===== src/rtl/alu_sequencer_pkg.sv =====
// Shared definitions for the single-ALU 8-bit core sequencer.
// This file holds the opcode and flag encodings, the field widths and the sequencer state type.
package alu_sequencer_pkg;

  localparam int INSTR_W  = 9;
  localparam int OPCODE_W = 5;
  localparam int FIELD_W  = 2;
  localparam int PC_W     = 9;
  localparam int DATA_W   = 8;
  localparam int REGT_W   = 3;
  localparam int CNT_W    = 16;

  localparam logic [PC_W-1:0] SEQ_RESET_PC      = 9'h000;
  localparam int              SEQ_FETCH_TIMEOUT = 15;

  localparam logic [OPCODE_W-1:0] kADD = 5'h00;
  localparam logic [OPCODE_W-1:0] kSHF = 5'h01;
  localparam logic [OPCODE_W-1:0] kMOV = 5'h02;
  localparam logic [OPCODE_W-1:0] kFIL = 5'h03;
  localparam logic [OPCODE_W-1:0] kCMP = 5'h04;
  localparam logic [OPCODE_W-1:0] kAND = 5'h05;
  localparam logic [OPCODE_W-1:0] kNEG = 5'h06;
  localparam logic [OPCODE_W-1:0] kBRH = 5'h07;
  localparam logic [OPCODE_W-1:0] kJUM = 5'h08;
  localparam logic [OPCODE_W-1:0] kHLT = 5'h1F;

  localparam logic [FIELD_W-1:0] kZER = 2'b00;
  localparam logic [FIELD_W-1:0] kONS = 2'b01;
  localparam logic [FIELD_W-1:0] kONE = 2'b10;
  localparam logic [FIELD_W-1:0] kSEV = 2'b11;

  typedef enum logic [2:0] {
    S_IDLE,
    S_FETCH,
    S_DECODE,
    S_EXEC,
    S_WB,
    S_HALT,
    S_FAULT
  } seq_state_t;

  function automatic logic is_writing_op(input logic [OPCODE_W-1:0] op);
    return op inside {kADD, kSHF, kMOV, kFIL, kCMP, kAND, kNEG};
  endfunction

endpackage


===== src/rtl/alu_sequencer_seq_fetch_timer.sv =====
// FETCH wait timer: a down-counter that reloads on clr and steps on en.
// It reaches terminal count after TIMEOUT-1 steps, so the TIMEOUT-th unacknowledged cycle raises timeout.
module seq_fetch_timer #(
  parameter int TIMEOUT = 15
) (
  input  logic clk,
  input  logic rst_n,
  input  logic clr,
  input  logic en,
  output logic timeout
);

  localparam int W = $clog2(TIMEOUT + 1);
  localparam logic [W-1:0] LOAD = W'(TIMEOUT - 1);

  logic [W-1:0] cnt;

  always_ff @(posedge clk or negedge rst_n) begin
    if (!rst_n) begin
      cnt <= LOAD;
    end else if (clr) begin
      cnt <= LOAD;
    end else if (en && (cnt != '0)) begin
      cnt <= cnt - 1'b1;
    end
  end

  assign timeout = (cnt == '0);

endmodule


===== src/rtl/alu_sequencer.sv =====
// Multi-cycle fetch/decode/exec/write-back sequencer for the single-ALU core.
// This block owns PC, the instruction register, the ALU result capture and the retired-instruction count.
//
// state    | meaning
// IDLE     | after reset, waiting for start
// FETCH    | imem_req high, waiting for imem_ack (bounded)
// DECODE   | IR fields driven, register-file reads settle
// EXEC     | ALU outputs captured
// WB       | register write strobe, PC update, retire
// HALT     | kHLT retired, waiting for start
// FAULT    | fetch timed out, waiting for start
module alu_sequencer
  import alu_sequencer_pkg::*;
#(
  parameter logic [PC_W-1:0] RESET_PC      = SEQ_RESET_PC,
  parameter int              FETCH_TIMEOUT = SEQ_FETCH_TIMEOUT
) (
  input  logic                clk,
  input  logic                rst_n,
  input  logic                start,
  output logic                imem_req,
  output logic [PC_W-1:0]     imem_addr,
  input  logic                imem_ack,
  input  logic [INSTR_W-1:0]  imem_data,
  output logic [OPCODE_W-1:0] opcode,
  output logic [FIELD_W-1:0]  flag_reg2,
  output logic [FIELD_W-1:0]  reg1,
  input  logic [DATA_W-1:0]   alu_data,
  input  logic [REGT_W-1:0]   alu_regtarget,
  input  logic [PC_W-1:0]     alu_pcout,
  output logic                rf_we,
  output logic [REGT_W-1:0]   rf_waddr,
  output logic [DATA_W-1:0]   rf_wdata,
  output logic [PC_W-1:0]     pc,
  output logic                busy,
  output logic                halted,
  output logic                fault,
  output logic [CNT_W-1:0]    instr_cnt
);

  seq_state_t state, state_nxt;

  logic [DATA_W-1:0] cap_data;
  logic [REGT_W-1:0] cap_target;
  logic [PC_W-1:0]   cap_pcout;
  logic [PC_W-1:0]   pc_nxt;
  logic [CNT_W-1:0]  cnt_inc;
  logic              timed_out;
  logic              in_fetch;

  assign in_fetch  = (state == S_FETCH);
  assign imem_addr = pc;
  assign cnt_inc   = (instr_cnt == '1) ? instr_cnt : instr_cnt + 1'b1;

  seq_fetch_timer #(
    .TIMEOUT (FETCH_TIMEOUT)
  ) u_fetch_timer (
    .clk     (clk),
    .rst_n   (rst_n),
    .clr     (!in_fetch),
    .en      (in_fetch && !imem_ack),
    .timeout (timed_out)
  );

  always_ff @(posedge clk or negedge rst_n) begin
    if (!rst_n) begin
      state <= S_IDLE;
    end else begin
      state <= state_nxt;
    end
  end

  always_comb begin
    state_nxt = state;
    imem_req  = 1'b0;
    busy      = 1'b0;
    halted    = 1'b0;
    fault     = 1'b0;
    rf_we     = 1'b0;
    rf_waddr  = '0;
    rf_wdata  = '0;
    pc_nxt    = pc + 1'b1;
    if ((opcode == kBRH) && (cap_data == 8'h01)) begin
      pc_nxt = cap_pcout;
    end else if ((opcode == kJUM) && (flag_reg2 == kONE)) begin
      pc_nxt = cap_pcout;
    end

    case (state)
      S_IDLE: begin
        if (start) state_nxt = S_FETCH;
      end
      S_FETCH: begin
        imem_req = 1'b1;
        busy     = 1'b1;
        // ACK takes priority over the timeout on the same cycle
        if (imem_ack) begin
          state_nxt = S_DECODE;
        end else if (timed_out) begin
          state_nxt = S_FAULT;
        end
      end
      S_DECODE: begin
        busy      = 1'b1;
        state_nxt = (opcode == kHLT) ? S_HALT : S_EXEC;
      end
      S_EXEC: begin
        busy      = 1'b1;
        state_nxt = S_WB;
      end
      S_WB: begin
        busy = 1'b1;
        if (is_writing_op(opcode)) begin
          rf_we    = 1'b1;
          rf_waddr = cap_target;
          rf_wdata = cap_data;
        end
        state_nxt = S_FETCH;
      end
      S_HALT: begin
        halted = 1'b1;
        if (start) state_nxt = S_FETCH;
      end
      S_FAULT: begin
        fault = 1'b1;
        if (start) state_nxt = S_FETCH;
      end
      default: state_nxt = S_IDLE;
    endcase
  end

  always_ff @(posedge clk or negedge rst_n) begin
    if (!rst_n) begin
      pc         <= RESET_PC;
      instr_cnt  <= '0;
      opcode     <= '0;
      flag_reg2  <= '0;
      reg1       <= '0;
      cap_data   <= '0;
      cap_target <= '0;
      cap_pcout  <= '0;
    end else begin
      case (state)
        S_IDLE, S_HALT, S_FAULT: begin
          if (start) begin
            pc        <= RESET_PC;
            instr_cnt <= '0;
          end
        end
        S_FETCH: begin
          if (imem_ack) begin
            {opcode, flag_reg2, reg1} <= imem_data;
          end
        end
        S_DECODE: begin
          if (opcode == kHLT) instr_cnt <= cnt_inc;
        end
        S_EXEC: begin
          cap_data   <= alu_data;
          cap_target <= alu_regtarget;
          cap_pcout  <= alu_pcout;
        end
        S_WB: begin
          pc        <= pc_nxt;
          instr_cnt <= cnt_inc;
        end
        default: ;
      endcase
    end
  end

endmodule


===== config.mk =====
export PLATFORM = sky130hd
export DESIGN_NAME = alu_sequencer
export DESIGN_NICKNAME = d
export VERILOG_FILES = /design/src/rtl/alu_sequencer_pkg.sv /design/src/rtl/alu_sequencer_seq_fetch_timer.sv /design/src/rtl/alu_sequencer.sv
export SDC_FILE = /design/constraint.sdc
export NUM_CORES = 1
export LEC_CHECK = 0
export ABC_AREA = 1
export CAP_MARGIN = 20
export CORE_ASPECT_RATIO = 0.7
export CORE_MARGIN = 1
export CORE_UTILIZATION = 49
export DETAILED_ROUTE_END_ITERATION = 6
export PLACE_DENSITY = 0.8
export SLEW_MARGIN = 0
export SYNTH_ARGS = -nofsm -noshare
export SYNTH_HDL_FRONTEND = slang
export SYNTH_HIERARCHICAL = 1
export SYNTH_SLANG_ARGS = --single-unit

===== constraint.sdc =====
create_clock -name clk -period 1.9 [get_ports clk]
set_input_delay 0.285 -clock clk [delete_from_list [all_inputs] [get_ports clk]]
set_output_delay 0.285 -clock clk [all_outputs]
set_load 0.01 [all_outputs]

Word level (Yosys, flattened, before mapping)
Cells that the tools add are included.
- reduce and logical (&&, ||, !) cells: 18
- $lt $le $gt $ge: 0
- equality and inequality tests: 22
- multiply operators: 0
- divide/modulo/power cells: 0
- shift operators: 0
- bitwise gates (word level): 0
- add/subtract/negate cells: 3
- muxes and demuxes: 25
- operators with widths (cell ; number):
    16-bit 2-to-1 mux ; 3
    16-bit one-hot mux with 3 select lines ; 1
    9-bit 2-to-1 mux ; 3
    5-bit by 3-bit equality test with 1-bit output, second input constant ; 4
    3-bit 2-to-1 mux ; 6
    9-bit one-hot mux with 2 select lines ; 1
    16-bit by 1-bit adder with 16-bit output, second input constant ; 1
    16-bit equality test, second input constant ; 1
    8-bit 2-to-1 mux ; 2
    3-bit one-hot mux with 5 select lines ; 1
    5-bit by 2-bit equality test with 1-bit output, second input constant ; 2
    9-bit by 1-bit adder with 9-bit output, second input constant ; 1
    3-bit equality test, second input constant ; 3
    8-bit by 1-bit equality test with 1-bit output, second input constant ; 1
    4-bit 2-to-1 mux ; 2
    7-bit nonzero test ; 1
    3-bit by 2-bit equality test with 1-bit output, second input constant ; 2
    1-bit 2-to-1 mux ; 6
    2-bit AND reduction ; 3
    5-bit by 1-bit equality test with 1-bit output, second input constant ; 1
    5-bit by 4-bit equality test with 1-bit output, second input constant ; 1
    5-bit equality test, second input constant ; 1
    5-bit logical NOT ; 1
    1-bit logical AND ; 4
    15 further kinds ; 16
- latch bits: 0
- input bits: 33
- memories: 0
- bits in registers: 61
- output and inout bits: 59
- memory bits (writable): 0
- ROM bits: 0

Longest topological paths before layout
- depth in word-level cells: 5
- gate-level depth with buffers: 10
- gate-level depth less buffers: 9

Cells and area by module
Netlist, hierarchy kept.
- modules (own cells, without submodules) (module ; cells an instance ; area an instance (um^2) ; instances):
    alu_sequencer ; 460 ; 3243.1 ; 1
    seq_fetch_timer ; 31 ; 271.5 ; 1

Worst setup path before layout
Ideal clock, no wire load.
- path kind: reg2out
- from: register state[1]
- to: output rf_waddr[0]
- cell stages (with the launch flop): 7
- setup slack: 0.143 ns
- data arrival time: 1.472 ns
- required time: 1.615 ns
- buffers on the path: 1
- path through: dfrtp_1 > nor2_1 > nand2_1 > nor3_1 > inv_1 > clkbuf_1 > nor2_1
- cells in the longest elaborated chain, start to end: 2
- ends and longest elaborated chain (what ; line ; source):
    start, declared ; alu_sequencer.sv:41 ; seq_state_t state, state_nxt;
    start signal, assigned ; alu_sequencer.sv:69 ; state <= state_nxt;
    3-bit equality test ; alu_sequencer.sv:89 ; case (state)
    3-bit 2-to-1 mux ; alu_sequencer.sv:89 ;
    end, declared ; alu_sequencer.sv:32 ; output logic [REGT_W-1:0] rf_waddr,
No other way between the ends.

Worst setup path after layout
- from: register state[1]
- to: output rf_waddr[1]
The elaborated chain is that of the path after synthesis.

==> impl_results.md <==
* RSZ-0062 raised after global routing: yes
* Dpl hpwl at 6492 microns
* Vias in the first global route at 3228
* Fillcell total at 535
* Slew headroom at 63.56%
* Failing checks: negative setup slack
* Reg clk slew, reported paths at 0.07 ns
* Sum of negative setup slack at -0.004603 ns
* Clock Power Share at 18.0%
* Routed wire length at 9059 microns
* Crit path from: state[1]
* CTS Buffer Depth at 2
* # setup viols final at 1
* Hold crit path type: in -> async
* Synth warnings at 6
* CP Max Fanout at 7
* Area Growth Syn to Fin at 38.45%
* Worst-path cell chain: nor2_2, nand2_2, nor3_4, inv_2, buf_6, nor2_1, buf_2
* Count of cell types in the netlist at 32
* CTS Sinks at 61
* Slew Viols, Final at 0
* Leakage at 2.411 nW
* Post-synth top area share at 41.30%
* Max-Cap Viols at 0
* Total CTS buffers at 9
* Asr flop ratio synth at 100.0%
* Synth top area cells: dfrtp_1, nand2_1, nor2_1, inv_1, nand3_1
* Clock Skews at 0.007920 ns
* Post-synth top flop: dfrtp_1
* DRC violations left at 0
* Drt pass-1 iters at 4
* Worst skew pair latency at 0.34 ns
* Crit path DAT at 1.62 ns
* Core area at 0.006850 sq mm
* Post-DR vias/cell at 4.929
* Final worst slack at -0.004603 ns
* H-tree lvl count at 3
* Port bufs at 91
* Sw Ratio at 40.11%
* Synthesis-stage register bit count at 61
* Starting Density at 51.31%
* Pwr Total at 5.685 mW
* Syn Area/Cell at 7.158 sq um
* Avg WL per Cell at 12.81 microns
* Post-layout instance area at 0.004866 sq mm
* Worst path slowest cell: dfrtp_1
* Peak VDD IR at 0.0007940 V
* Area after DPL at 0.004642 sq mm
* Area of the multi-input gates at 0.001678 sq mm
* Critical Path Start Type: flop
* Gpl congestion at 0.8729
* Final ANT Viol Nets at 0
* Worst-margin pin slew at 0.5466 ns
* Global route overflow at 0
* Post-synth EDFFs at 0
* Min Hold Slack at 0.4640 ns
* Required @ worst endpoint at 1.62 ns
* Flop pwr share at 34.4%
* Status: complete, but fails checks
* Die X at 103.2 microns
* Switching pwr at 2.280 mW
* Cell-internal power at 3.405 mW
* DIE AREA at 0.007521 sq mm
* TritonCTS clock tree: built
* Kind of critical path: reg -> out
* Die Y at 72.86 microns
* Sequential area share after synthesis at 43.54%
* Synthesized net count at 527
* Mapped cell area at 0.003515 sq mm
* PwrDens at 1168 mW/mm^2
* Reg area at 0.001530 sq mm
* Antenna fix cells at 0
* Gr usage total at 25.68%
* Critical Path End Type: primary output
* CTS root buffer: clkbuf_8
* Pre-CTS WS at -0.2540 ns
* Reg-to-Reg Start: state[0]
* First-pass GRT wire length at 14680 microns
* Layout cells sized above 1 at 15.82%
* Initial antenna violation count at 0
* DRT iter0 DRCs at 234
* Largest net degree at the start of global routing at 30
* Part of the power in combinational logic at 47.6%
* Nets at 644
* Rows at 25
* Final Hold Viols at 0
* Worst path max stage delay at 0.39 ns
* Post-synthesis instance total at 491
* Max Fclk at 525.0 MHz
* Vias at 3485
* I/O pins at 92
* Part of the cycle the worst path needs at 100.2%
* Final min period at 1.905 ns
* Area leader, netlist: dfrtp_1
## worst max-delay path: cells and delay by family (launching register included)
kind	cells	cell delay (ns)
DFF	1	0.39
buffers and inverters	3	0.36
and+or+nand+nor	4	0.55
## sequential cells by signal, summed over array words and instances, names as in the netlist
name,count
cap_data,8
imem_addr,9
u_fetch_timer/cnt,4
flag_reg2,2
state,3
instr_cnt,16
reg1,2
opcode,5
cap_target,3
cap_pcout,9
## repair_timing
| action | 4_1_cts | 5_1_grt |
|---|---|---|
| gates resized for setup | 59 | 19 |
| pin swaps | 2 | 0 |
| buffers inserted | 4 | 1 |
| hold buffers | 1 | 0 |
| setup endpoints to repair | 16 | 15 |
| hold endpoints to repair | 17 | 0 |
## layer usage
layer,part of all wire (%),global-route usage [%],vias to the layer above
li1,-,-,1757
met2,45,41.41,112
met1,47,34.55,1594
met4,1.5,5.164,0
met3,6.1,7.663,22
met5,0,0,-
## synthesized netlist by cell type, drive strengths merged, types with 3 or more instances
cell type and count:
dfstp 3, o21bai 3, nand3 40, nand4 11
ha 3, nor3 3, xor2 4, buf 13
o21ai 9, xnor2 3, a21oi 25, dfrtp 58
nor2 82, nand2 152, inv 63, clkbuf 6
mux2 7
## path summary, 6_finish.rpt
path                                        end  slack (ns)  cells after the start
max in group asynchronous             opcode[3]        0.85                      3
min                               instr_cnt[13]        0.46                      2
min reg2reg                u_fetch_timer/cnt[2]        0.50                      2
min in group clk           u_fetch_timer/cnt[2]        0.50                      2
max reg2reg                       instr_cnt[12]        0.10                     10
max                                 rf_waddr[1]      -0.005                      7
## logic make-up after synthesis
family          share of synthesized area [%]
compound gates                          6.017
xor+xnor                                1.744
fa+ha+maj                               1.068
buf+inv                                 10.32
flops                                   43.54
mux                                     2.243
simple gates                            35.07
## power by group through the flow
stage / clock, mW / combinational [mW] / sequential, mW
after floorplan: 0 / 1.46 / 2.02
after detailed placement: 0 / 2.60 / 1.97
after global routing: 1.11 / 2.99 / 2.00
after CTS: 1.05 / 2.62 / 1.95
final: 1.02 / 2.71 / 1.95
after global placement: 0 / 2.53 / 1.95
## layout make-up
type | instances | area share (%)
Clock buffer | 15 | 3.420
Sequential cell | 61 | 31.45
Multi-Input combinational cell | 346 | 34.48
Inverter | 65 | 5.014
Tap cell | 94 | 2.417
Clock inverter | 1 | 0.1029
Timing Repair Buffer | 125 | 23.12
## stage by stage
step,std cells,utilization [%]
2_1_floorplan,491,-
4_1_cts,706,70.17
3_3_place_gp,685,67.76
5_1_grt,707,71.03
3_5_place_dp,685,67.76
6_report,707,71.03
## placed cells by master, fill, tap and decap left out, types with 2 or more instances in the layout
cell type | synthesis | layout
nand4_1 | 11 | 11
clkdlybuf4s50_1 | 0 | 74
xor2_1 | 4 | 4
nor3_1 | 3 | 2
nor2_4 | 1 | 3
clkbuf_1 | 6 | 4
or2_2 | 2 | 2
o21bai_1 | 3 | 3
ha_1 | 3 | 3
nand2_2 | 4 | 5
nor2_2 | 2 | 8
inv_2 | 4 | 7
clkbuf_8 | 0 | 11
nand3_1 | 39 | 38
dfstp_2 | 3 | 3
nand2_4 | 2 | 3
mux2_1 | 6 | 6
clkinv_1 | 2 | 2
o21ai_0 | 7 | 6
xnor2_1 | 3 | 3
inv_1 | 59 | 56
dlygate4sd2_1 | 0 | 2
a21oi_1 | 24 | 24
buf_6 | 1 | 3
nand2_1 | 146 | 144
dfrtp_1 | 58 | 58
nor2_1 | 79 | 71
o21ai_2 | 2 | 2
buf_2 | 2 | 11
buf_4 | 10 | 31
(Power assumes the default switching activity.)
